## config.mk

```make
export PLATFORM = sky130hd
export DESIGN_NAME = if_fetch_unit_flat
export DESIGN_NICKNAME = d
export VERILOG_FILES = /design/src/rtl/if_fetch_unit_if.sv /design/src/rtl/if_fetch_unit.sv /design/src/flat_wrapper.sv
export SDC_FILE = /design/constraint.sdc
export NUM_CORES = 1
export LEC_CHECK = 0
export BUFFER_PORTS_ARGS = -buffer_cell sky130_fd_sc_hd__buf_4
export CORE_ASPECT_RATIO = 2
export CORE_MARGIN = 4
export CORE_UTILIZATION = 43
export CTS_BUF_LIST = sky130_fd_sc_hd__clkbuf_16
export DETAILED_ROUTE_END_ITERATION = 10
export GPL_TIMING_DRIVEN = 1
export PLACE_DENSITY_LB_ADDON = 0.05
export SLEW_MARGIN = 20
export SYNTH_ARGS = -nofsm -noshare
export SYNTH_HDL_FRONTEND = slang
export SYNTH_SLANG_ARGS = --single-unit
```

## constraint.sdc

```tcl
create_clock -name clk -period 3.3 [get_ports clk]
set_input_delay 0.165 -clock clk [delete_from_list [all_inputs] [get_ports clk]]
set_output_delay 0.165 -clock clk [all_outputs]
set_load 0.005 [all_outputs]
```

## src/rtl/if_fetch_unit_if.sv

```systemverilog
// Instruction-memory fetch bus: one-outstanding req/ready request
// channel plus an rvalid/rdata response channel.
interface if_fetch_unit_if #(
    parameter int PC_BITS   = 32,
    parameter int DATA_BITS = 32
);

    logic                 imem_req;
    logic [PC_BITS-1:0]   imem_addr;
    logic                 imem_ready;
    logic                 imem_rvalid;
    logic [DATA_BITS-1:0] imem_rdata;

    modport master (
        output imem_req,
        output imem_addr,
        input  imem_ready,
        input  imem_rvalid,
        input  imem_rdata
    );

    modport slave (
        input  imem_req,
        input  imem_addr,
        output imem_ready,
        output imem_rvalid,
        output imem_rdata
    );

endinterface

```

## src/rtl/if_fetch_unit.sv

```systemverilog
// Instruction-fetch front end feeding the IF/ID register.
// One fetch in flight; redirects may squash an in-flight response.
module if_fetch_unit #(
    parameter int                 PC_BITS   = 32,
    parameter int                 DATA_BITS = 32,
    parameter logic [PC_BITS-1:0] RESET_PC  = 32'h0000_0000,
    parameter logic [DATA_BITS-1:0] NOP_INSTR = 32'h0000_0013
) (
    input  logic                 clk,
    input  logic                 rst,
    if_fetch_unit_if.master      imem,
    output logic                 if_valid,
    output logic [PC_BITS-1:0]   if_pc,
    output logic [DATA_BITS-1:0] if_instr,
    input  logic                 if_reg_write,
    input  logic                 redirect_valid,
    input  logic [PC_BITS-1:0]   redirect_pc
);

    typedef enum logic [1:0] {
        IDLE  = 2'd0,
        FETCH = 2'd1,
        WAIT  = 2'd2,
        HOLD  = 2'd3
    } state_t;

    state_t             state;
    logic [PC_BITS-1:0] pc_q;
    logic               discard_q;

    logic [PC_BITS-1:0] redir_pc;
    logic [PC_BITS-1:0] seq_pc;
    logic               accept;
    logic               beat;
    logic               consume;

    assign redir_pc = {redirect_pc[PC_BITS-1:2], 2'b00};
    assign seq_pc   = pc_q + PC_BITS'(4);
    assign accept   = (state == FETCH) && imem.imem_ready;
    assign beat     = (state == WAIT) && imem.imem_rvalid;
    assign consume  = (state == HOLD) && if_reg_write;

    // Request is a pure decode of the state; address never misaligned.
    always_comb begin
        imem.imem_req  = (state == FETCH);
        imem.imem_addr = {pc_q[PC_BITS-1:2], 2'b00};
    end

    // Fetch sequencer and IF output buffer; redirect outranks everything.
    always_ff @(posedge clk or posedge rst) begin
        if (rst) begin
            state     <= IDLE;
            pc_q      <= RESET_PC;
            discard_q <= 1'b0;
            if_valid  <= 1'b0;
            if_pc     <= RESET_PC;
            if_instr  <= NOP_INSTR;
        end else if (redirect_valid) begin
            pc_q     <= redir_pc;
            if_valid <= 1'b0;
            if_instr <= NOP_INSTR;
            unique case (state)
                IDLE, HOLD: begin
                    state <= FETCH;
                end
                FETCH: begin
                    // Old address already taken: its response must be dropped.
                    if (accept) begin
                        state     <= WAIT;
                        discard_q <= 1'b1;
                    end else begin
                        state <= FETCH;
                    end
                end
                WAIT: begin
                    if (beat) begin
                        state     <= FETCH;
                        discard_q <= 1'b0;
                    end else begin
                        state     <= WAIT;
                        discard_q <= 1'b1;
                    end
                end
                default: state <= IDLE;
            endcase
        end else begin
            unique case (state)
                IDLE: begin
                    state <= FETCH;
                end
                FETCH: begin
                    if (accept) begin
                        state <= WAIT;
                    end
                end
                WAIT: begin
                    if (beat) begin
                        if (discard_q) begin
                            discard_q <= 1'b0;
                            state     <= FETCH;
                        end else begin
                            if_instr <= imem.imem_rdata;
                            if_pc    <= pc_q;
                            if_valid <= 1'b1;
                            state    <= HOLD;
                        end
                    end
                end
                HOLD: begin
                    if (consume) begin
                        if_valid <= 1'b0;
                        if_instr <= NOP_INSTR;
                        pc_q     <= seq_pc;
                        state    <= FETCH;
                    end
                end
                default: state <= IDLE;
            endcase
        end
    end

endmodule

```

## src/flat_wrapper.sv

```systemverilog
// flat-port wrapper written by rule: the top's interface ports become plain ports
module if_fetch_unit_flat 
#(
    parameter int                 PC_BITS   = 32,
    parameter int                 DATA_BITS = 32,
    parameter logic [PC_BITS-1:0] RESET_PC  = 32'h0000_0000,
    parameter logic [DATA_BITS-1:0] NOP_INSTR = 32'h0000_0013
)
  (clk, rst, if_valid, if_pc, if_instr, if_reg_write, redirect_valid, redirect_pc, imem_imem_req, imem_imem_addr, imem_imem_ready, imem_imem_rvalid, imem_imem_rdata);
  if_fetch_unit_if #(.PC_BITS(PC_BITS), .DATA_BITS(DATA_BITS)) imem_i ();
  input  logic clk;
  input  logic rst;
  output logic if_valid;
  output logic [PC_BITS-1:0] if_pc;
  output logic [DATA_BITS-1:0] if_instr;
  input  logic if_reg_write;
  input  logic redirect_valid;
  input  logic [PC_BITS-1:0] redirect_pc;
  output wire logic [$bits(imem_i.imem_req)-1:0] imem_imem_req;
  output wire logic [$bits(imem_i.imem_addr)-1:0] imem_imem_addr;
  input wire logic [$bits(imem_i.imem_ready)-1:0] imem_imem_ready;
  input wire logic [$bits(imem_i.imem_rvalid)-1:0] imem_imem_rvalid;
  input wire logic [$bits(imem_i.imem_rdata)-1:0] imem_imem_rdata;
  assign imem_imem_req = imem_i.imem_req;
  assign imem_imem_addr = imem_i.imem_addr;
  assign imem_i.imem_ready = imem_imem_ready;
  assign imem_i.imem_rvalid = imem_imem_rvalid;
  assign imem_i.imem_rdata = imem_imem_rdata;
  if_fetch_unit #(.PC_BITS(PC_BITS), .DATA_BITS(DATA_BITS), .RESET_PC(RESET_PC), .NOP_INSTR(NOP_INSTR)) u_core (.clk(clk), .rst(rst), .imem(imem_i), .if_valid(if_valid), .if_pc(if_pc), .if_instr(if_instr), .if_reg_write(if_reg_write), .redirect_valid(redirect_valid), .redirect_pc(redirect_pc));
endmodule
```

# Word level (Yosys, flattened, before mapping)
# Cells that the tools add are included.
dict set report classes {
  n_eq_ne 8
  addsub 1
  bitwise_logic 2
  reduce_logical 16
  n_mux 28
}
# cell count
set op_table {}
lappend op_table {{32-bit two-way mux} 7}
lappend op_table {{32-bit one-hot mux with 2 select lines} 1}
lappend op_table {{32-bit by 3-bit adder with 32-bit output (second input constant)} 1}
lappend op_table {{2-bit two-way mux} 7}
lappend op_table {{3-bit by 2-bit inequality test with 1-bit output (second input constant)} 4}
lappend op_table {{4-bit AND reduction} 3}
lappend op_table {{2-bit nonzero test} 5}
lappend op_table {{1-bit two-way mux} 9}
lappend op_table {{2-bit one-hot mux with 4 select lines} 1}
lappend op_table {{2-bit one-hot mux with 3 select lines} 1}
lappend op_table {{2-bit == test (second input constant)} 2}
lappend op_table {{1-bit one-hot mux with 2 select lines} 2}
lappend op_table {{1-bit logical AND} 3}
lappend op_table {{3-bit inequality test (second input constant)} 1}
lappend op_table {{3-bit AND reduction} 1}
lappend op_table {{3-bit nonzero test} 1}
lappend op_table {{2-bit by 1-bit == test with 1-bit output (second input constant)} 1}
lappend op_table {{2-bit zero test} 1}
lappend op_table {{1-bit NOT} 2}
lappend op_table {{2-bit AND reduction} 1}
lappend op_table {{2-bit OR reduction} 1}
dict set report totals {
  reg_bits 100
  inputBits 70
}

# Depth between registers and ports, before layout
# Gate-level depths: netlist (run 1).
dict set report depth {
  depth_word 5
  depth_mapped 8
  depth_no_buf 6
}

# Worst setup path after synthesis (run 1)
# Ideal clock, no wire load.
dict set report synth_timing {
  path_type {register -> register}
  from {register u_core.state[1]}
  to {register u_core.pc_q[16]}
  path_stages_with_launch 9
  required_time_ps 3231
  setup_slack_ps 1500
  period_less_slack_ps 1800
  t_arrival_ps 1731
  path_cell_list {dfrtp_1 ha_1 buf_4 and3_1 buf_2 nand4_4 buf_6 or4_1 nand3_1}
}
dict set report synth_via {
  elab_chain_len 4
  word_cells_on_any_way 5
}
# item line_no
set synth_rtl {}
lappend synth_rtl {{start, declared} if_fetch_unit.sv:27} ;# state_t state;
lappend synth_rtl {{start signal, assigned} if_fetch_unit.sv:52} ;# state <= IDLE;
lappend synth_rtl {{start signal, assigned} if_fetch_unit.sv:64} ;# state <= FETCH;
lappend synth_rtl {{start signal, assigned} if_fetch_unit.sv:69} ;# state <= WAIT;
lappend synth_rtl {{2-bit == test (*)} {if_fetch_unit.sv:41, if_fetch_unit.sv:87}}
lappend synth_rtl {{1-bit logical AND} if_fetch_unit.sv:41} ;# assign consume = (state == HOLD) && if_reg_write;
lappend synth_rtl {{2-bit nonzero test (no line)} n/a}
lappend synth_rtl {{2-bit AND reduction (no line) (*)} n/a}
lappend synth_rtl {{end signal, assigned} if_fetch_unit.sv:59} ;# pc_q <= redir_pc;
lappend synth_rtl {{end signal, assigned} if_fetch_unit.sv:113} ;# pc_q <= seq_pc;
lappend synth_rtl {{end, declared} if_fetch_unit.sv:28} ;# logic [PC_BITS-1:0] pc_q;
# Mark *: on every way between the ends. The rest lies on a longest branch, timed or not.
# A chain may end at the register's enable or synchronous reset.

# Final worst setup path (run 1)
dict set report layout_timing {
  from {register u_core.state[1]}
  to {register u_core.pc_q[28]}
}
# Same word-level chain as after synthesis.

==> results of run 1 <==
layout by cell type (no fill, tap or decap), types with 3 or more instances in the layout:
cell	instances
buf_4	165
dfrtp_1	93
mux2_2	32
a22o_1	29
nand2_1	28
o21ai_0	18
nand3_1	15
or4_1	15
nor2_1	13
a31oi_1	12
o31ai_1	10
xor2_1	9
clkbuf_16	9
inv_1	8
a21oi_1	7
nand4_1	6
and4_1	5
o211ai_1	5
and3_1	4
ha_1	4
conb_1	4
nor4_1	3
inv_6	3
dfstp_2	3
flip-flops by register name, indices dropped and copies added, names as in the netlist:
name              count
u_core.discard_q      1
u_core.if_instr      32
u_core.if_pc         30
u_core.if_valid       1
u_core.pc_q          30
u_core.state          2
per-stage QoR:
stage	power, mW	setup WS, ns	util (%)	hold WS [ns]
6_report	3.37	1.02	59.1	0.0275
3_5_place_dp	2.44	1.03	56.2	0.337
5_1_grt	3.57	0.857	59.1	0.0217
4_1_cts	3.43	1.01	59.1	0.0148
2_1_floorplan	1.95	0.635	-	0.285
3_3_place_gp	2.40	1.08	56.2	0.324
kinds of logic after synthesis:
kind of cell | synth area share, %
compound gates | 14.0
xor+xnor | 2.19
fa+ha+maj | 1.14
buf+inv | 5.01
flops | 54.8
mux | 8.66
other cells | 0.0853
simple gates | 14.1
worst max path at each step:
stage | cells past startpoint | end | slack (ns) | from
2_1_floorplan | 1 | u_core.discard_q | 0.63 | rst
3_3_place_gp | 5 | u_core.pc_q[20] | 1.08 | u_core.state[1]
3_5_place_dp | 5 | u_core.pc_q[28] | 1.03 | u_core.state[1]
4_1_cts | 5 | u_core.pc_q[28] | 1.01 | u_core.state[1]
5_1_grt | 5 | u_core.pc_q[31] | 0.86 | u_core.state[1]
6_report | 5 | u_core.pc_q[28] | 1.02 | u_core.state[1]
power breakdown:
group | switching [mW] | leakage (nW) | internal (mW) | total [mW]
clock | 0.463 | 0.133 | 0.519 | 0.981
combinational | 0.347 | 1.55 | 0.503 | 0.850
sequential | 0.160 | 1.25 | 1.38 | 1.54
timing repair:
action,4_1_cts,5_1_grt
resized for setup,0,0
hold buffers,1,0
hold endpoints to repair,93,0
area by class of cell:
| cell class | count | area [sq um] |
|---|---|---|
| clock buffer | 9 | 225 |
| clock inverter | 7 | 55.1 |
| sequential | 96 | 2410 |
| timing repair buffer | 167 | 1270 |
| multi-input combinational | 246 | 1800 |
| tap | 135 | 169 |
| fill | 896 | 4130 |
| inverter | 9 | 36.3 |
per-layer routing:
metal  share of wire, %  wire, um
met1                 36      4060
met2                 55      6250
met3                6.2       705
met4                3.5       402
met5                  0         0
worst register-to-register path: stages, from the launching register on:
cell     delay (ns)
dfrtp_1        0.39
ha_1           0.34
and3_1         0.43
nand4_4        0.30
or4_1          0.58
a31oi_1        0.17
==> reports/qor.txt, run 1 <==
status = finished clean
Yosys reg bits = 96
worst slew pin tran = 0.532 ns
R2R depth = 5
final hold violation count = 0
Top FF cell, synth = dfrtp_1
Critical Path AT = 2.54 ns
Final period util = 69.2%
deepest clock path buffer count = 2
gpl congestion = 0.838
maximum vdd drop = 0.419 mV
Final #Nets = 603
final instance area = 5960 sq um
worst hold endpoint = u_core.pc_q[11]
vias in the first global route = 3,669
final WL = 11,400 um
met3 usage = 5.12%
first-pass GRT wire length = 18,200 um
Non-Filler Instances = 669
minimum clock period = 2.28 ns
Max-Cap Viols = 0
Worst setup EP type = flip-flop
CP cell instances = ha_1 -> and3_1 -> nand4_4 -> or4_1 -> a31oi_1
FMAX = 0.438 GHz
initial antenna violation count = 0
Req. time, crit path = 3.56 ns
drt first pass iters = 4
layout cells sized above 1 = 42.9%
top cell type's share of synthesized area = 53.0%
Syn Area/Cell = 11.7 sq um
Final setup viols = 0
post-detail-place hpwl = 8430 um
via count = 3,595
Post-CTS Setup Inserts = 0
Vias/cell = 5.37
RSZ-0062 raised after global routing = false
Mapped Area = 4390 sq um
Detail Route Antenna Nets = 0
# diodes = 0
DRC = 0
worst hold path class = in -> reg
Worst R2R End = u_core.pc_q[28]
CP max stage cell = or4_1
routed len/inst = 17.1 um
input/output buffers = 161
post-synthesis cell count = 376
area grow syn2layout = 35.5%
slew margin rel. = 64.6%
hold path depth = 3
Setup TNS = 0 ns
Slew Limit Fails = 0
Synth top cells by count = 93 x dfrtp_1, 32 x mux2_2, 29 x a22o_1
top cells by area, synth = dfrtp_1 53%, mux2_2 8.2%, a22o_1 5.8%
Clock Sinks = 96
total congestion overflow = 0
clock skew = 0.00737 ns
largest net degree at the start of global routing = 97
Root Driver = clkbuf_16
die area = 12,000 sq um
family with the most delay on the worst path = simple AND/OR/NAND/NOR gates
die width = 79.5 um
sequential area share after synthesis = 54.8%
HP Start = redirect_pc[11]
CTS Buf Count = 9
Initial DRC Count = 176
Core Footprint = 10,100 sq um
Chip Height = 151 um
standard-cell rows = 52
Initial Util = 43.6%
origin of the critical flop-to-flop path = u_core.state[1]
Cells after DPL = 652
H-tree Lvls = 3
Startpoint Class = flip-flop
Yosys cell types = 48
# IOs = 168
clk slew on worst S/H paths = 0.07 ns
count leader, synth = dfrtp_1
asr flop ratio synth = 100%
GR Util met2 = 35.1%
Pwr Density = 567 nW/um^2
largest area contributor in the netlist = dfrtp_1
Setup Crit Path Kind = reg -> reg
CTS tree = yes
met1 Use GR = 21.1%
worst skew pair latency = 0.34 ns
Post-synth EDFFs = 0
Buf+Inv Stages, Crit Path = 0
worst-path fanout max = 17
internal reg-to-reg setup slack = 1.02 ns
worst stage delay on the critical path = 0.58 ns
GRT Max-Usage Layer = met2
LEAKAGE = 2.93 nW
GRT Util Overall = 19.8%
placed inst area = 5670 sq um
Synth Warn # = 0
Power figures use the tool's default switching activity.
==> run 2, diff against run 1 <==
clock period = 2.2 ns   (was 3.3 ns; I/O delays follow)
==> reports/qor.txt, run 2 (synthesis gave the netlist of run 1 again) <==
final hold violation count = 0 (unchanged)
clk slew on worst S/H paths = 0.07 ns (about the same)
via count = 3,815 (was 3,595)
Vias/cell = 5.31 (was 5.37)
family with the most delay on the worst path = simple AND/OR/NAND/NOR gates (unchanged)
Critical Path AT = 2.25 ns (was 2.54 ns)
CP cell instances = and4_1 -> nand4_4 -> or4_1 -> a31oi_1 (was ha_1 -> and3_1 -> nand4_4 -> or4_1 -> a31oi_1)
slew margin rel. = 53.7% (was 64.6%)
Setup Crit Path Kind = reg -> reg (unchanged)
total congestion overflow = 0 (unchanged)
origin of the critical flop-to-flop path = u_core.pc_q[8] (was u_core.state[1])
Comb pwr share = 27.1% (was 25.2%)
Pwr Density = 796 nW/um^2 (was 567 nW/um^2)
routed len/inst = 16.5 um (was 17.1 um)
# diodes = 0 (unchanged)
minimum clock period = 2.00 ns (was 2.28 ns)
LEAKAGE = 3.15 nW (was 2.93 nW)
commonest cells after routing, fill and taps aside = 170 x buf_4, 93 x dfrtp_1, 43 x dlygate4sd3_1 (was 165 x buf_4, 93 x dfrtp_1, 32 x mux2_2)
Core Footprint = 10,100 sq um (unchanged)
initial antenna violation count = 0 (unchanged)
placed inst area = 5760 sq um (was 5670 sq um)
Clk network pwr share = 27.9% (was 29.1%)
Setup TNS = 0 ns (unchanged)
RSZ-0062 raised after global routing = false (unchanged)
HP Start = redirect_pc[15] (was redirect_pc[11])
Int Power = 3.68 mW (was 2.41 mW)
layout cells sized above 1 = 40.4% (was 42.9%)
hold path depth = 3 (unchanged)
CTS tree = yes (unchanged)
Final period util = 90.9% (was 69.2%)
part of the power in registers = 44.9% (was 45.7%)
GRT Util Overall = 20.4% (was 19.8%)
worst hold endpoint = u_core.pc_q[15] (was u_core.pc_q[11])
die area = 12,000 sq um (unchanged)
first-pass GRT wire length = 19,200 um (was 18,200 um)
Root Driver = clkbuf_16 (unchanged)
worst slew pin tran = 0.694 ns (was 0.532 ns)
CTS Buf Count = 9 (unchanged)
Worst R2R End = u_core.pc_q[26] (was u_core.pc_q[28])
clock skew = 0.00748 ns (was 0.00737 ns)
Final #Nets = 653 (was 603)
Buf+Inv Stages, Crit Path = 0 (unchanged)
Final setup viols = 0 (unchanged)
Chip Height = 151 um (unchanged)
max reg flops = 32 (unchanged)
status = finished clean (unchanged)
Max-Cap Viols = 0 (unchanged)
input/output buffers = 161 (unchanged)
Slew Limit Fails = 0 (unchanged)
Initial DRC Count = 149 (was 176)
vias in the first global route = 3,887 (was 3,669)
Initial Util = 43.6% (unchanged)
largest registers = u_core.if_instr (32), u_core.if_pc (30), u_core.pc_q (30) (unchanged)
# IOs = 168 (unchanged)
gpl congestion = 0.842 (was 0.838)
worst hold path class = in -> reg (unchanged)
standard-cell rows = 52 (unchanged)
FMAX = 0.500 GHz (was 0.438 GHz)
R2R depth = 4 (was 5)
Psw = 1.47 mW (was 0.969 mW)
post-detail-place hpwl = 8640 um (was 8430 um)
drt first pass iters = 4 (unchanged)
worst stage delay on the critical path = 0.57 ns (was 0.58 ns)
Detail Route Antenna Nets = 0 (unchanged)
worst-path fanout max = 17 (unchanged)
Largest Register = u_core.if_instr (unchanged)
commonest non-fill, non-tap cell in the layout = buf_4 (unchanged)
Clock Sinks = 96 (unchanged)
final instance area = 6470 sq um (was 5960 sq um)
deepest clock path buffer count = 2 (unchanged)
CP max stage cell = or4_1 (unchanged)
final WL = 11,900 um (was 11,400 um)
area grow syn2layout = 47.2% (was 35.5%)
Sw Ratio = 28.5% (was 28.7%)
Worst setup EP type = flip-flop (unchanged)
worst skew pair latency = 0.33 ns (was 0.34 ns)
Req. time, crit path = 2.45 ns (was 3.56 ns)
H-tree Lvls = 3 (unchanged)
DRC = 0 (unchanged)
largest net degree at the start of global routing = 55 (was 97)
die width = 79.5 um (unchanged)
internal reg-to-reg setup slack = 0.20 ns (was 1.02 ns)
Startpoint Class = flip-flop (unchanged)
maximum vdd drop = 0.553 mV (was 0.419 mV)
run 2: cell count changes in the layout (fill, tap and decap cells not counted), sizes merged:
cell	before	now
inv	12	10
dlygate4sd3	1	43
clkinv	2	4
buf	166	174
run 2: tightest hold or removal path: cells and delay by family:
family	cells	cell delay, ns
simple gates	2	0.11
buf+inv	1	0.09
run 2: cell type report:
cell class | count | area (sq um)
Tap cell | 135 | 169
Clock buffer | 9 | 225
Multi-Input combinational cell | 246 | 1800
Fill cell | 847 | 3620
Clock inverter | 7 | 46.3
Sequential cell | 96 | 2410
Inverter | 9 | 37.5
Timing Repair Buffer | 217 | 1790
run 2: power groups by stage:
stage | combinational, mW | clock [mW] | sequential [mW]
2_1_floorplan | 0.594 | 0 | 2.33
3_3_place_gp | 1.33 | 0 | 2.33
3_5_place_dp | 1.36 | 0 | 2.34
4_1_cts | 1.42 | 1.49 | 2.31
5_1_grt | 1.53 | 1.54 | 2.36
6_report | 1.40 | 1.44 | 2.31
run 2: through the flow:
| step | hold WS [ns] | instances | worst slack [ns] | total power [mW] | utilization, % |
|---|---|---|---|---|---|
| global route | 0.0185 | 719 | 0.0349 | 5.44 | 64.1 |
| global placement | 0.0907 | 660 | 0.213 | 3.66 | 57.2 |
| CTS | 0.00800 | 719 | 0.129 | 5.22 | 64.1 |
| floorplan | 0.230 | 379 | 0.400 | 2.92 | - |
| detailed placement | 0.0988 | 660 | 0.154 | 3.70 | 57.2 |
| finish | 0.0113 | 719 | 0.200 | 5.15 | 64.1 |
run 2: worst max-delay path by stage:
| stage | start | endpoint | depth (start not counted) |
|---|---|---|---|
| 2_1_floorplan | u_core.state[1] | u_core.pc_q[16] | 8 |
| 3_3_place_gp | u_core.pc_q[4] | u_core.pc_q[20] | 4 |
| 3_5_place_dp | u_core.pc_q[4] | u_core.pc_q[26] | 4 |
| 4_1_cts | u_core.pc_q[4] | u_core.pc_q[22] | 4 |
| 5_1_grt | u_core.pc_q[8] | u_core.pc_q[26] | 4 |
| 6_report | u_core.pc_q[8] | u_core.pc_q[26] | 4 |
run 2: what timing repair did:
item | 4_1_cts | 5_1_grt
resized for setup | 0 | 1
setup endpoints to repair | 0 | 4
hold buffers | 43 | 0
endpoints found under the hold margin | 52 | 0
setup buffers | 0 | 0
run 2: layer usage:
layer | global-route usage (%) | part of all wire, % | vias up
met5 | 0 | 0 | -
met4 | 8.43 | 2.5 | 0
met3 | 4.35 | 5.6 | 22
met2 | 36.9 | 55 | 121
met1 | 22.7 | 37 | 1878
li1 | - | - | 1794
